[config.mk]
export PLATFORM = sky130hd
export DESIGN_NAME = mem_port_arbiter
export DESIGN_NICKNAME = d
export VERILOG_FILES = /design/src/rtl/mem_port_arbiter.sv
export SDC_FILE = /design/constraint.sdc
export NUM_CORES = 1
export LEC_CHECK = 0
export CAP_MARGIN = 20
export CELL_PAD_IN_SITES_DETAIL_PLACEMENT = 1
export CELL_PAD_IN_SITES_GLOBAL_PLACEMENT = 1
export CORE_ASPECT_RATIO = 0.8
export CORE_MARGIN = 4
export CORE_UTILIZATION = 34
export DETAILED_ROUTE_END_ITERATION = 10
export GPL_TIMING_DRIVEN = 0
export HOLD_SLACK_MARGIN = 0.05
export PLACE_DENSITY_LB_ADDON = 0.15
export SYNTH_ARGS = -nofsm -noshare
export SYNTH_HDL_FRONTEND = slang
export SYNTH_SLANG_ARGS = --single-unit
[constraint.sdc]
create_clock -name clk1 -period 2.35 [get_ports clk1]
set_input_delay 0.47 -clock clk1 [delete_from_list [all_inputs] [get_ports clk1]]
set_output_delay 0.47 -clock clk1 [all_outputs]
set_load 0.005 [all_outputs]
[src/rtl/mem_port_arbiter.sv]
// mem_port_arbiter: shares one memory port between instruction fetch (IF) and data (D) requesters.
// Ports: clk1/rst_n clock and async active-low reset; halt blocks new grants;
//   if_req/if_addr -> if_gnt/if_valid/if_rdata (fetch side);
//   d_req/d_we/d_addr/d_wdata -> d_gnt/d_valid/d_rdata (load/store side);
//   mem_en/mem_we/mem_addr/mem_wdata/mem_rdata drive the shared memory; busy spans grant..valid.
module mem_port_arbiter #(
  parameter int AW = 10,
  parameter int DW = 32,
  parameter int MEM_LAT = 2,
  parameter int STARVE_MAX = 4
) (
  input  logic          clk1,
  input  logic          rst_n,
  input  logic          halt,
  input  logic          if_req,
  input  logic [AW-1:0] if_addr,
  output logic          if_gnt,
  output logic          if_valid,
  output logic [DW-1:0] if_rdata,
  input  logic          d_req,
  input  logic          d_we,
  input  logic [AW-1:0] d_addr,
  input  logic [DW-1:0] d_wdata,
  output logic          d_gnt,
  output logic          d_valid,
  output logic [DW-1:0] d_rdata,
  output logic          mem_en,
  output logic          mem_we,
  output logic [AW-1:0] mem_addr,
  output logic [DW-1:0] mem_wdata,
  input  logic [DW-1:0] mem_rdata,
  output logic          busy
);
  typedef enum logic [1:0] {IDLE, LAUNCH, WAIT, RESP} state_t;
  state_t state, state_nx;
  logic [3:0] wcnt, starve;
  logic own_d, launch, pick_d, capture;
  always_comb begin
    launch = state == IDLE && (if_req || d_req) && !halt;
    // D wins ties unless IF has lost STARVE_MAX times in a row
    pick_d = d_req && !(if_req && starve == 4'(STARVE_MAX));
    capture = state == WAIT && wcnt == '0;
    state_nx = state;
    case (state)
      IDLE:    state_nx = launch ? LAUNCH : IDLE;
      LAUNCH:  state_nx = WAIT;
      WAIT:    state_nx = capture ? RESP : WAIT;
      default: state_nx = IDLE;
    endcase
  end
  always_ff @(posedge clk1 or negedge rst_n) begin
    if (!rst_n) begin
      state     <= IDLE;
      wcnt      <= '0;
      starve    <= '0;
      own_d     <= 1'b0;
      if_gnt    <= 1'b0;
      if_valid  <= 1'b0;
      if_rdata  <= '0;
      d_gnt     <= 1'b0;
      d_valid   <= 1'b0;
      d_rdata   <= '0;
      mem_en    <= 1'b0;
      mem_we    <= 1'b0;
      mem_addr  <= '0;
      mem_wdata <= '0;
      busy      <= 1'b0;
    end else begin
      state    <= state_nx;
      if_gnt   <= launch && !pick_d;
      d_gnt    <= launch && pick_d;
      mem_en   <= launch;
      if_valid <= capture && !own_d;
      d_valid  <= capture && own_d;
      busy     <= state_nx != IDLE;
      wcnt     <= state == LAUNCH ? 4'(MEM_LAT - 1) : wcnt - {3'b0, wcnt != '0};
      if (launch) begin
        own_d     <= pick_d;
        mem_we    <= pick_d && d_we;
        mem_addr  <= pick_d ? d_addr : if_addr;
        mem_wdata <= pick_d ? d_wdata : '0;
        starve    <= !pick_d ? '0 : (if_req && starve != 4'(STARVE_MAX)) ? starve + 4'd1 : starve;
      end
      if (capture && !own_d) if_rdata <= mem_rdata;
      // mem_we still holds the launched access type here; stores leave d_rdata alone
      if (capture && own_d && !mem_we) d_rdata <= mem_rdata;
    end
  end
endmodule

# After elaboration in Yosys (flattened, before gate mapping)
# Cells that the tools add are included.
dict set report op_classes {
  n_reduce_logical 23
  div 0
  n_lt_le_gt_ge 0
  n_mux 8
  eq_ne 5
  bitwise 0
  n_addsub 2
  n_shift 0
  n_mul 0
}
# operator n
set ops {}
lappend ops {{$mux W32} 1}
lappend ops {{$logic_and A1 B1 Y1} 12}
lappend ops {{$mux W4} 3}
lappend ops {{$mux W10} 1}
lappend ops {{$pmux W2 S3} 1}
lappend ops {{$logic_not A1 Y1} 5}
lappend ops {{$add A4 B1 Y4 const B} 1}
lappend ops {{$eq A4 B3 Y1 const B} 1}
lappend ops {{$logic_not A4 Y1} 1}
lappend ops {{$ne A4 B3 Y1 const B} 1}
lappend ops {{$reduce_bool A4 Y1} 1}
lappend ops {{$sub A4 B1 Y4} 1}
lappend ops {{$eq A2 B1 Y1 const B} 1}
lappend ops {{$eq A2 B2 Y1 const B} 1}
lappend ops {{$logic_not A2 Y1} 1}
lappend ops {{$mux W1} 2}
lappend ops {{$ne A2 B1 Y1 const B} 1}
lappend ops {{$reduce_and A2 Y1} 1}
lappend ops {{$reduce_bool A2 Y1} 1}
lappend ops {{$logic_or A1 B1 Y1} 1}
dict set report totals {
  mem_bits_ro 0
  n_memories 0
  wordCells 53
  latchBits 0
  output_inout_bits 113
  mem_bits_rw 0
  in_bits 90
  reg_bits 124
}

# Longest topological paths before layout
# Gate-level depths: netlist of run 1.
dict set report logic_depth {
  ltp_word 6
  depth_mapped 7
}

# Worst setup path after synthesis of run 1
# Ideal clock, no wire load.
dict set report synth_path {
  path_kind {reg-to-reg}
  startpoint {reg state[0]}
  endpoint {reg mem_addr[4]}
  setup_slack_ns 0.692
  required_time_ns 2.224
  stages_incl_launch_ff 8
  arrival_time_ns 1.532
  cell_sequence {dfrtp_1 -> inv_1 -> ha_1 -> nor2b_1 -> and3_1 -> buf_2 -> buf_2 -> a221o_1}
}
dict set report synth_between {
  elab_chain_cells 3
}
# element line_no
set synth_lines {}
lappend synth_lines {{start: declaration} 35} ;# state_t state, state_nx;
lappend synth_lines {{start signal: assignment} 69} ;# state <= state_nx;
lappend synth_lines {{$logic_not A2 Y1} 39} ;# launch = state == IDLE && (if_req || d_req) && !halt;
lappend synth_lines {{$logic_and A1 B1 Y1 (2 in a row)} 39}
lappend synth_lines {{end signal: assignment} 80} ;# mem_addr <= pick_d ? d_addr : if_addr;
lappend synth_lines {{end: declaration} 29} ;# output logic [AW-1:0] mem_addr,
# No other way between the ends.
# A chain may end at the register's enable or synchronous reset.

# Final worst setup path of run 1
dict set report layout_path {
  startpoint {reg state[1]}
  endpoint {reg mem_wdata[30]}
}
dict set report layout_between {
  elab_chain_cells 3
}
# element line_no
set layout_lines {}
lappend layout_lines {{$logic_not A2 Y1} 39}
lappend layout_lines {{$logic_and A1 B1 Y1 (2 in a row)} 39}
lappend layout_lines {{end signal: assignment} 81} ;# mem_wdata <= pick_d ? d_wdata : '0;
lappend layout_lines {{end: declaration} 30} ;# output logic [DW-1:0] mem_wdata,
# No other way between the ends.

==> results.toml, run 1 <==
[cells_and_area]
mostFrequentLayoutCell = "clkdlybuf4s50_1"
layout_common_cells = "clkdlybuf4s50_1 (201), dfrtp_1 (124), a22o_1 (33)"
n_antenna_cell = 0
fin_nets = 638
area_growth_pct = 58.4
drive_above_1_share_pct = 19.9
final_cell_area_mm2 = 0.00783
final_cells = 737

[clocking]
cts_resized = 0
cts.clk_slew.worst_paths_ps = 50
clkLatencyLatePin_ps = 410
cts_buffers = 17
cts-root-buf = "clkbuf_16"
clockBufferDepth = 2
ctsHoldBuffers = 1
cts.sinks = 124
htreeDepth = 4
cts_tree = "done"
cts_setup_buffers = 0

[sta]
fin_skew_ps = 9.44
fin_crit_ps = 2100
whs_ps = 501
final_max_slew_viol_count = 0
rsz0062_at_grt = "no"
hold_viol = 0
clock.fmax_mhz = 476
setup_viol = 0
worst-slew-pin-transition_ps = 591
finalSetupTns_ps = 0
period_share_pct = 89.4
maxSlewHeadroom_pct = 60.6

[global_route]
antenna_found_initial = 0
grt_max_degree = 66
grt_pass1_vias = 3940
grt_pass1_wl_um = 22300
track_usage_pct = 17.8
grt_overflow_total = 0

[floorplanning]
dieArea_mm2 = 0.0165
core_mm2 = 0.0142
die_x_um = 143
ioPinCount = 203
die_h_um = 116
start_util_pct = 34.7
core.rowCount = 39

[placement]
place_area_mm2 = 0.00722
gp_congestion = 0.743
dpl.hpwl_um = 10400
place_inst = 704
port_buffers = 202

[yosys]
synth-edff-count = 0
syn_area_mm2 = 0.00494
synth_cell_type_count = 35
ys_seq_area_share_pct = 62.8
syn_nets = 415
yosys_warnings = 0
syn_inst = 317
synthTopCellsByArea = "dfrtp_1 (63%), mux2_4 (9.1%), mux2_2 (7.3%)"
yosysTopAreaCellShare_pct = 62.8
syn_avg_cell_area_um2 = 15.6
synth_top_cell_by_area = "dfrtp_1"
synth_ff_type = "dfrtp_1"
ys_ff_latch = 124
async_flop_share_pct = 100

[power_and_ir_drop]
p_leak_nw = 3.52
power.density_mw_per_mm2 = 1350
ir_drop_mv = 0.628
fin_total_pwr_mw = 10.6

[run_status]
outcome = "completed"

[critical_path]
start_kind = "flip-flop"
critical_path_class = "flip-flop to flip-flop"
critPathMaxFanout = 10
crit_required_ps = 2640
critical_path.endpoint_type = "flip-flop"
worstPathArrival_ps = 2390

[flow_run]
cap_violations = 0

[route]
drc = 0
first_pass_iters = 4
routed_wl_um = 14300
drt-vias-per-instance = 4.77
drt_iter0_markers = 92
vias = 3515
ant_nets = 0
wl_per_cell_um = 19.4

[worst_hold_path]
hp-class = "flip-flop to flip-flop"
## path summary, 6_finish.rpt
kind                                            from                   endpoint  slack (ps)  depth (start not counted)
min in group asynchronous                      rst_n   if_rdata[29]$_DFFE_PN0P_         610                          2
max                               state[1]$_DFF_PN0_  mem_wdata[30]$_DFFE_PN0N_         250                          6
min reg2reg                mem_wdata[28]$_DFFE_PN0N_  mem_wdata[28]$_DFFE_PN0N_         500                          1
max reg2reg                       state[1]$_DFF_PN0_  mem_wdata[30]$_DFFE_PN0N_         250                          6
min                        mem_wdata[28]$_DFFE_PN0N_  mem_wdata[28]$_DFFE_PN0N_         500                          1
max in group asynchronous                      rst_n  mem_wdata[28]$_DFFE_PN0N_        1010                          3
## through the flow
step                utilization (%)  worst slack (ps)
CTS                            55.0               211
finish                         55.0               249
global placement               50.5             -4160
detailed placement             50.7              -108
global route                   55.0              67.7
floorplan                         -               692
## worst max-delay path, cell delays in order, from the launching register on
cell and delay, ps:
dfrtp_1 400, inv_1 90, ha_1 210, nor2b_1 340, nand2_1 320, clkbuf_1 340, a22o_1 300
## sequential cells by signal, summed over array words and instances (netlist names)
register   cells
mem_en         1
d_valid        1
d_gnt          1
mem_addr      10
mem_wdata     32
state          2
if_valid       1
if_rdata      32
wcnt           4
busy           1
if_gnt         1
starve         4
mem_we         1
own_d          1
d_rdata       32
## synth_stat cells, types with 3 or more instances
master,count
o21ai_0,3
nor2_1,5
inv_1,12
a22o_1,33
dfrtp_1,124
buf_2,6
ha_1,8
buf_6,6
mux2_4,30
nand3_1,4
nand2_1,5
a21boi_0,10
clkbuf_1,5
mux2_2,32
a221o_1,10
## kinds of logic after synthesis
| logic type | Yosys count | synth area share [%] |
|---|---|---|
| DFF | 124 | 62.8 |
| muxes | 65 | 17.1 |
| AOI/OAI and AO/OA | 62 | 10.6 |
| buffers and inverters | 29 | 3.26 |
| and+or+nand+nor | 27 | 3.92 |
| adders and majority gates | 8 | 2.02 |
| xor gates and xnor gates | 2 | 0.354 |
## per-layer routing
layer | vias to the layer above | track usage (%) | wire, um | share of wire (%)
met2 | 114 | 28.5 | 7000 | 49
met3 | 22 | 8.00 | 1180 | 8.2
met4 | 0 | 7.41 | 277 | 1.9
met5 | - | 0 | 0 | 0
li1 | 1594 | - | - | -
met1 | 1785 | 20.9 | 5840 | 41
## final cells by class
class / instances / area (um^2)
plain buffers: 17 / 116
clock buffers: 27 / 543
clock inverters: 5 / 52.6
fillers: 1402 / 6420
inverters: 12 / 45.0
multi-input cells: 164 / 1680
flip-flops and latches: 124 / 3100
well taps: 184 / 230
repair buffers: 204 / 2060
## report_power, final
| group | switching (mW) | leakage, nW | total, mW | internal [mW] |
|---|---|---|---|---|
| logic | 1.36 | 1.72 | 4.18 | 2.82 |
| registers | 0.620 | 1.51 | 3.79 | 3.17 |
| clock network | 0.917 | 0.295 | 2.59 | 1.68 |
| total | 2.90 | 3.52 | 10.6 | 7.67 |
(Power assumes the default switching activity.)
==> run 2: changes to the inputs <==
--- a/config.mk
+++ b/config.mk
@@ -9,7 +9,6 @@
 export CELL_PAD_IN_SITES_DETAIL_PLACEMENT = 1
 export CELL_PAD_IN_SITES_GLOBAL_PLACEMENT = 1
 export CORE_ASPECT_RATIO = 0.8
-export CORE_MARGIN = 4
 export CORE_UTILIZATION = 34
 export DETAILED_ROUTE_END_ITERATION = 10
 export GPL_TIMING_DRIVEN = 0
==> run 2 against run 1 <==
Effect of this change: count of clock-buffer cells in the layout decreased by 9; critical path depth did not move; highest routed layer unchanged; die area fell by 9.2%; via count up 1.4%.
==> results.toml, run 2 (synthesized netlist as in run 1, its figures left out) <==
[sta]
hold_viol = 0
setup_viol = 0
worst-slew-pin-transition_ps = 516
finalSetupTns_ps = 0
clock.fmax_mhz = 475
rsz0062_at_grt = "no"
fin_skew_ps = 6.12
fin_crit_ps = 2110
period_share_pct = 89.6
maxSlewHeadroom_pct = 65.5
whs_ps = 496
final_max_slew_viol_count = 0

[cells_and_area]
reg.largest.list = "d_rdata (32), if_rdata (32), mem_wdata (32)"
area_growth_pct = 59.1
layout_common_cells = "clkdlybuf4s50_1 (201), dfrtp_1 (124), a22o_1 (33)"
fillers = 1402
area.sequential_mm2 = 0.00310
multiInputGateArea_mm2 = 0.00168
drive_above_1_share_pct = 20.3
n_antenna_cell = 0
fin_nets = 638
fin_util_pct = 55.2
mostFrequentLayoutCell = "clkdlybuf4s50_1"
final_cells = 737

[floorplanning]
core_mm2 = 0.0142
die_x_um = 137
start_util_pct = 34.7
die_h_um = 110
ioPinCount = 203
dieArea_mm2 = 0.0150
core.rowCount = 39

[worst_hold_path]
hp-start = "if_rdata[5]$_DFFE_PN0P_"
hp-class = "flip-flop to flip-flop"
whs_endpoint = "if_rdata[5]$_DFFE_PN0P_"
min_path_cells = 1

[critical_path]
worstPathArrival_ps = 2410
r2r_start = "state[1]$_DFF_PN0_"
start_kind = "flip-flop"
worstRegToRegCells = 6
critical_path.endpoint_type = "flip-flop"
r2r-end = "mem_wdata[27]$_DFFE_PN0N_"
critical_path_class = "flip-flop to flip-flop"
crit_required_ps = 2650
r2r_slack_ps = 240
critPathMaxFanout = 10

[flow_run]
cap_violations = 0

[global_route]
track_usage_pct = 19.7
grt_pass1_vias = 3982
grt_pass1_wl_um = 21600
antenna_found_initial = 0
grt_overflow_total = 0
grt_max_degree = 75

[clocking]
cts_setup_buffers = 0
cts_buffers = 17
cts_tree = "done"
cts.sinks = 124
htreeDepth = 4
clkLatencyLatePin_ps = 420
cts-root-buf = "clkbuf_16"
clockBufferDepth = 2
cts.clk_slew.worst_paths_ps = 60

[route]
first_pass_iters = 3
routed_wl_um = 13900
ant_nets = 0
drt-vias-per-instance = 4.84
wl_per_cell_um = 18.9
drt_iter0_markers = 95
drc = 0
vias = 3564

[placement]
gp_congestion = 0.729
port_buffers = 202
place_inst = 704
dpl.hpwl_um = 9880

[power_and_ir_drop]
fin_total_pwr_mw = 10.8
p_int_mw = 7.79
pwr-share-seq_pct = 35.3
p_clk_share_pct = 25.9
power.density_mw_per_mm2 = 1370
power.switching_mw = 2.96
p_leak_nw = 3.52
ir_drop_mv = 0.637
p_comb_share_pct = 38.8
netSwitchingFraction_pct = 27.5

[run_status]
outcome = "completed"
## run 2: what timing repair did
action | in CTS | in global routing
hold buffers | 1 | 0
setup endpoints to repair | 0 | 0
hold endpoints to repair | 50 | 0
gates resized for setup | 0 | 0
## run 2: per-layer routing
metal	wire length (um)	GRT usage (%)	up-vias
met5	0	0	-
met4	249	9.65	0
met3	1110	7.42	18
met2	6850	31.8	105
met1	5700	23.1	1837
li1	-	-	1604
## run 2: worst max-delay path: stages, from the launching register on
cell and delay, ps:
dfrtp_1 400, inv_1 100, ha_1 210, nor2b_1 330, nand2_1 310, clkbuf_1 330
a22o_1 310
## run 2: per-stage QoR
step	instance area (um^2)	setup WS, ps
3_5_place_dp	7220	-79.7
3_3_place_gp	7200	-4210
5_1_grt	7870	20.4
4_1_cts	7870	190
2_1_floorplan	4940	692
6_report	7870	245
## run 2: layout make-up
class	count	area share, %
clock inverter	14	2.47
multi-input combinational	164	21.3
tap	184	2.93
clock buffer	18	5.58
buffer	17	1.48
inverter	12	0.573
timing repair buffer	204	26.2
sequential	124	39.4
## run 2: how the worst max path moves through the flow
| stage | to | start | cells past startpoint | slack (ps) |
|---|---|---|---|---|
| after floorplan | mem_addr[4]$_DFFE_PN0N_ | state[0]$_DFF_PN0_ | 7 | 690 |
| after global placement | mem_wdata[5]$_DFFE_PN0N_ | rst_n | 1 | -4210 |
| after detailed placement | mem_addr[4]$_DFFE_PN0N_ | if_req | 5 | -80 |
| after CTS | mem_wdata[27]$_DFFE_PN0N_ | state[1]$_DFF_PN0_ | 6 | 190 |
| after global routing | mem_wdata[27]$_DFFE_PN0N_ | state[1]$_DFF_PN0_ | 6 | 20 |
| final | mem_wdata[27]$_DFFE_PN0N_ | state[1]$_DFF_PN0_ | 6 | 240 |
## run 2: power by group through the flow
| stage | registers [mW] | clock network (mW) | logic (mW) |
|---|---|---|---|
| after floorplan | 3.81 | 0 | 1.60 |
| after global placement | 3.75 | 0 | 4.11 |
| after detailed placement | 3.80 | 0 | 4.21 |
| after CTS | 3.81 | 2.86 | 4.25 |
| after global routing | 3.92 | 2.95 | 4.52 |
| final | 3.80 | 2.79 | 4.17 |
==> run 3: changes to the inputs <==
--- a/config.mk
+++ b/config.mk
@@ -5,6 +5,7 @@
 export SDC_FILE = /design/constraint.sdc
 export NUM_CORES = 1
 export LEC_CHECK = 0
+export ABC_CLOCK_PERIOD_IN_PS = 2350
 export CAP_MARGIN = 20
 export CELL_PAD_IN_SITES_DETAIL_PLACEMENT = 1
 export CELL_PAD_IN_SITES_GLOBAL_PLACEMENT = 1
==> results of run 3 <==
The final DEF is identical to that of run 2; final timing and power are the same.
